===== config.mk =====
export PLATFORM = sky130hd
export DESIGN_NAME = rr_read_arbiter
export DESIGN_NICKNAME = d
export VERILOG_FILES = /design/src/rtl/rr_read_arbiter.sv
export SDC_FILE = /design/constraint.sdc
export NUM_CORES = 1
export LEC_CHECK = 0
export ABC_AREA = 1
export CAP_MARGIN = 25
export CORE_MARGIN = 5
export CORE_UTILIZATION = 25
export DETAILED_ROUTE_END_ITERATION = 10
export GPL_ROUTABILITY_DRIVEN = 0
export GPL_TIMING_DRIVEN = 0
export PLACE_DENSITY = 0.47
export SLEW_MARGIN = 20
export SYNTH_ARGS = -nofsm -noshare
export SYNTH_HDL_FRONTEND = slang
export SYNTH_SLANG_ARGS = --single-unit

===== constraint.sdc =====
create_clock -name clk -period 4.2 [get_ports clk]
set_clock_uncertainty 0.05 [all_clocks]
set_input_delay 0.42 -clock clk [delete_from_list [all_inputs] [get_ports clk]]
set_output_delay 0.42 -clock clk [all_outputs]
set_load 0.005 [all_outputs]

===== src/rtl/rr_read_arbiter.sv =====
// Round-robin arbiter sharing one synchronous BRAM read port among NUM_CHANNELS requesters.
// Latency: grant in cycle T -> mem_raddr/mem_ren in T+1 -> data_rdy pulse in T+READ_LATENCY+2.
// Backpressure: none toward the BRAM; a channel is simply not granted while its read is in flight or its data_rdy is pulsing.
module rr_read_arbiter #(
  parameter int NUM_CHANNELS  = 8,
  parameter int ADDRESS_WIDTH = 13,
  parameter int DATA_WIDTH    = 8,
  parameter int READ_LATENCY  = 1
) (
  input  logic                                  clk,
  input  logic                                  rst,
  input  logic [NUM_CHANNELS-1:0]               data_req,
  input  logic [NUM_CHANNELS*ADDRESS_WIDTH-1:0] data_addr,
  output logic [NUM_CHANNELS-1:0]               data_rdy,
  output logic [NUM_CHANNELS*DATA_WIDTH-1:0]    data_out,
  output logic [ADDRESS_WIDTH-1:0]              mem_raddr,
  output logic                                  mem_ren,
  input  logic [DATA_WIDTH-1:0]                 mem_rdata
);

  localparam int TAG_W = $clog2(NUM_CHANNELS);
  // One stage for the registered address, READ_LATENCY stages for the BRAM itself.
  localparam int DEPTH = READ_LATENCY + 1;
  localparam logic [TAG_W-1:0] LAST_CH = TAG_W'(NUM_CHANNELS - 1);

  typedef struct packed {
    logic             vld;
    logic [TAG_W-1:0] tag;
  } tag_t;

  logic [TAG_W-1:0]         ptr;
  logic [NUM_CHANNELS-1:0]  inflight;
  tag_t                     tag_pipe [DEPTH];
  tag_t                     tail;
  logic [NUM_CHANNELS-1:0]  eligible;
  logic                     gnt_vld;
  logic [TAG_W-1:0]         gnt_idx;
  logic [NUM_CHANNELS-1:0]  gnt_hot;
  logic [ADDRESS_WIDTH-1:0] gnt_addr;
  logic [NUM_CHANNELS-1:0]  cpl_hot;

  // A channel competes only when it has no read outstanding and is not
  // currently being handed data; this also keeps grant and completion of
  // the same channel from ever landing on one edge.
  assign eligible = data_req & ~inflight & ~data_rdy;

  // The oldest tag lines up with the cycle in which mem_rdata is valid.
  assign tail = tag_pipe[DEPTH-1];

  // Round-robin search starting after ptr, wrapping by explicit compare so
  // non-power-of-two channel counts never produce an out-of-range index.
  always_comb begin
    logic [TAG_W-1:0] cand;
    gnt_vld = 1'b0;
    gnt_idx = ptr;
    cand    = ptr;
    for (int k = 0; k < NUM_CHANNELS; k++) begin
      cand = (cand == LAST_CH) ? '0 : cand + 1'b1;
      if (!gnt_vld && eligible[cand]) begin
        gnt_vld = 1'b1;
        gnt_idx = cand;
      end
    end
  end

  // Decode grant and completion into per-channel one-hots and select the granted address.
  always_comb begin
    gnt_hot  = '0;
    cpl_hot  = '0;
    gnt_addr = '0;
    for (int i = 0; i < NUM_CHANNELS; i++) begin
      if (gnt_vld && (gnt_idx == TAG_W'(i))) begin
        gnt_hot[i] = 1'b1;
        gnt_addr   = data_addr[i*ADDRESS_WIDTH +: ADDRESS_WIDTH];
      end
      if (tail.vld && (tail.tag == TAG_W'(i))) begin
        cpl_hot[i] = 1'b1;
      end
    end
  end

  // Issue stage: register the BRAM address/enable and advance the priority pointer.
  always_ff @(posedge clk) begin
    if (rst) begin
      mem_ren   <= 1'b0;
      mem_raddr <= '0;
      ptr       <= LAST_CH;
    end else begin
      mem_ren <= gnt_vld;
      if (gnt_vld) begin
        mem_raddr <= gnt_addr;
        ptr       <= gnt_idx;
      end
    end
  end

  // Tag shift register: carries the owner of each issued read down to the data-return cycle.
  always_ff @(posedge clk) begin
    if (rst) begin
      for (int s = 0; s < DEPTH; s++) begin
        tag_pipe[s] <= '0;
      end
    end else begin
      tag_pipe[0] <= '{vld: gnt_vld, tag: gnt_idx};
      for (int s = 1; s < DEPTH; s++) begin
        tag_pipe[s] <= tag_pipe[s-1];
      end
    end
  end

  // Outstanding-read flags: set on grant, cleared on completion.
  always_ff @(posedge clk) begin
    if (rst) begin
      inflight <= '0;
    end else begin
      inflight <= (inflight & ~cpl_hot) | gnt_hot;
    end
  end

  // Completion: capture mem_rdata into the owner's data register and pulse its data_rdy.
  always_ff @(posedge clk) begin
    if (rst) begin
      data_rdy <= '0;
      data_out <= '0;
    end else begin
      data_rdy <= cpl_hot;
      for (int i = 0; i < NUM_CHANNELS; i++) begin
        if (cpl_hot[i]) begin
          data_out[i*DATA_WIDTH +: DATA_WIDTH] <= mem_rdata;
        end
      end
    end
  end

endmodule


==> run_results.csv <==
group,metric,value,unit
drt,drtPass1Iterations,5,
worst_hold_path,hold_end,"tag_pipe[0][6]",
cts,clkTransAtPathRegs,0.07,ns
run_status,outcome,"finished, final reports clean",
grt,grt_pass1_vias,5760,
sta,setup_ws,0.3569,ns
floorplanning,coreArea,21760,µm²
worst_setup_path,r2r_end,"mem_raddr[9]",
cells_and_area,areaGrowthSynthToFinish,48.77,%
drt,drc,0,
worst_hold_path,hold_class,"reg -> reg",
drt,via_count,5921,
placement,pre_cts_ws,0.1729,ns
yosys,yosysTopAreaCell,"dfxtp_1",
sta,fin_crit_sh,91.50,%
worst_setup_path,reg2reg_from,"ptr[0]",
yosys,ys_warn_count,0,
placement,io_buffer_count,199,
yosys,ys_ff_latch,104,
cts,numCtsBuffers,9,
cts,clock_latency,0.35,ns
cts,cts-root-buf,"clkbuf_16",
sta,finalSetupTns,0,ns
placement,dpl_cell_area,7855,µm²
floorplanning,ioPinCount,208,
yosys,synthCells,833,
cells_and_area,antennaDiodeCount,0,
grt,grt_first_pass_wirelength,32800,µm
yosys,yosys.area.top_type_share,37.77,%
cts,cts_tree,"yes",
yosys,syn_avg_cell_area,6.618,µm²
placement,dp_cells,1312,
sta,rsz0062_at_grt,"false",
worst_setup_path,worstRegToRegCells,23,
worst_setup_path,criticalPathCategory,"reg -> reg",
sta,slew_headroom,54.38,%
sta,tightest_slew,0.6817,ns
yosys,async_flop_share,0,%
worst_setup_path,start_kind,"flop",
flow_run,max-cap-violations,0,
grt,grt_max_degree,19,
worst_setup_path,reg2reg_slack,0.36,ns
worst_setup_path,endpoint_kind,"flop",
worst_setup_path,required,4.40,ns
sta,setup_viol,0,
cells_and_area,fin_cells,1328,
drt,ant_nets,0,
yosys,yosys_most_used_dff,"dfxtp_1",
floorplanning,die-width,158.5,µm
grt,overflow,0,
cells_and_area,design_area,8202,µm²
yosys,synth_area_leaders,"dfxtp_1, nor2_1, nand2_1, nand3_1, o21ai_0",
worst_setup_path,cp_max_fo,9,
drt,wl,21610,µm
sta,drv_slew,0,
yosys,syn_area,5513,µm²
drt,via_per_inst,4.459,
cts,clock_path_buffers,2,
drt,drt_iter0_markers,295,
worst_setup_path,critPathArrivalTime,4.04,ns
floorplanning,start_util,25.34,%
yosys,synth_nets,960,
sta,final.min_clock_period,3.843,ns
cts,post_cts_buffers,0,
placement,dp_hpwl,17080,µm
worst_hold_path,hold_start,"tag_pipe[0][2]",
cells_and_area,drive_gt1_share,8.492,%
worst_hold_path,hold_depth,2,
yosys,synth.distinct_cells,34,
drt,wl_per_cell,16.27,µm
yosys,synth-seq-area-share,37.77,%
grt,grtUsageTotal,16.97,%
yosys,synth_edf_count,0,
floorplanning,rows,54,
floorplanning,dieArea,25120,µm²
cts,h-tree-depth,3,
cells_and_area,nets,1170,
sta,hold_viol,0,
sta,max_freq,260.2,MHz
cts,cts_sinks,104,
grt,antenna_found_initial,0,
floorplanning,die_y,158.5,µm
[worst max-delay path by stage]
stage	depth (start not counted)	end	from	slack, ns
after floorplan	24	mem_raddr[0]	ptr[0]	1.0
after global placement	25	mem_raddr[8]	ptr[0]	0.13
after detailed placement	25	mem_raddr[8]	ptr[0]	0.17
after CTS	25	mem_raddr[8]	ptr[0]	0.14
after global routing	23	mem_raddr[9]	ptr[0]	0.001
final	23	mem_raddr[9]	ptr[0]	0.36
[critical path: stages (launching register included)]
cell and delay, ns:
dfxtp_2 0.37, ha_1 0.21, ha_1 0.38, inv_2 0.10
nand2_2 0.09, nand2_2 0.09, nand2_2 0.08, nand2_2 0.10
inv_2 0.11, nand3_1 0.09, nand2_2 0.17, nand3_4 0.10
nor2_4 0.14, nand4_4 0.11, inv_1 0.08, nand2_1 0.19
nand3_2 0.26, inv_2 0.10, nand2_2 0.26, clkinvlp_4 0.24
a21oi_1 0.19, nand4_1 0.10, nand2_1 0.07, nand2_1 0.04
[metal layers]
metal  share of wire [%]  track usage [%]  up-vias
met5                   0                0        -
met4                 1.3            4.427        0
met3                 5.8            3.914       16
met2                  48            28.05      153
met1                  45            22.39     2657
li1                    -                -     3095
[cells in the final DEF, fill, tap and decap left out, types with 11 or more instances in the layout]
cell             count
o21ai_1             12
o21ai_0             66
nor2_1             200
inv_1               49
a21oi_1             35
nand3_1             80
clkbuf_1            11
nand2_2             24
clkdlybuf4s50_1    199
nand4_1             14
nand2_1            162
dfxtp_1            103
[state kept, by name (all words and copies together), names as in the netlist]
register   count
data_out      64
data_rdy       8
inflight       8
mem_raddr     13
ptr            3
tag_pipe       8
[cells by family after synthesis]
group	synth area share [%]
compound gates	10.71
fa+ha+maj	1.135
buf+inv	7.671
flops	37.77
simple gates	42.71
[repair_timing]
item                                    in CTS  in global routing
endpoints found under the setup margin       0                 12
resized for setup                            0                  3
hold buffers                                 0                  0
[metrics by stage]
stage	util (%)	hold WS [ns]
2_1_floorplan	-	0.3383
3_3_place_gp	36.11	0.3526
3_5_place_dp	36.11	0.3468
4_1_cts	37.65	0.3583
5_1_grt	37.70	0.3663
6_report	37.70	0.3556
[area by class of cell]
type                       count  area, µm²
clock inverter                 6      97.59
tap                          280      350.3
buffer                        31      166.4
clock buffer                  10      239.0
sequential                   104       2083
inverter                      67      260.3
multi-input combinational    631       3013
timing repair buffer         199       1992
fill                        2353      13550
[cells in the mapped netlist, types with 5 or more instances]
master    count
nor2_1      200
nand2_1     162
dfxtp_1     104
nand3_1      80
o21ai_0      66
inv_1        49
a21oi_1      35
nand2_2      24
nand4_1      14
o21ai_1      12
clkbuf_1     11
clkinv_1     10
buf_1         9
nor2_4        8
inv_2         6
buf_6         5
ha_1          5
Power is left out: the tool's default activity adds up to more than one toggle a clock period on the data nets, which glitch-free logic cannot reach.
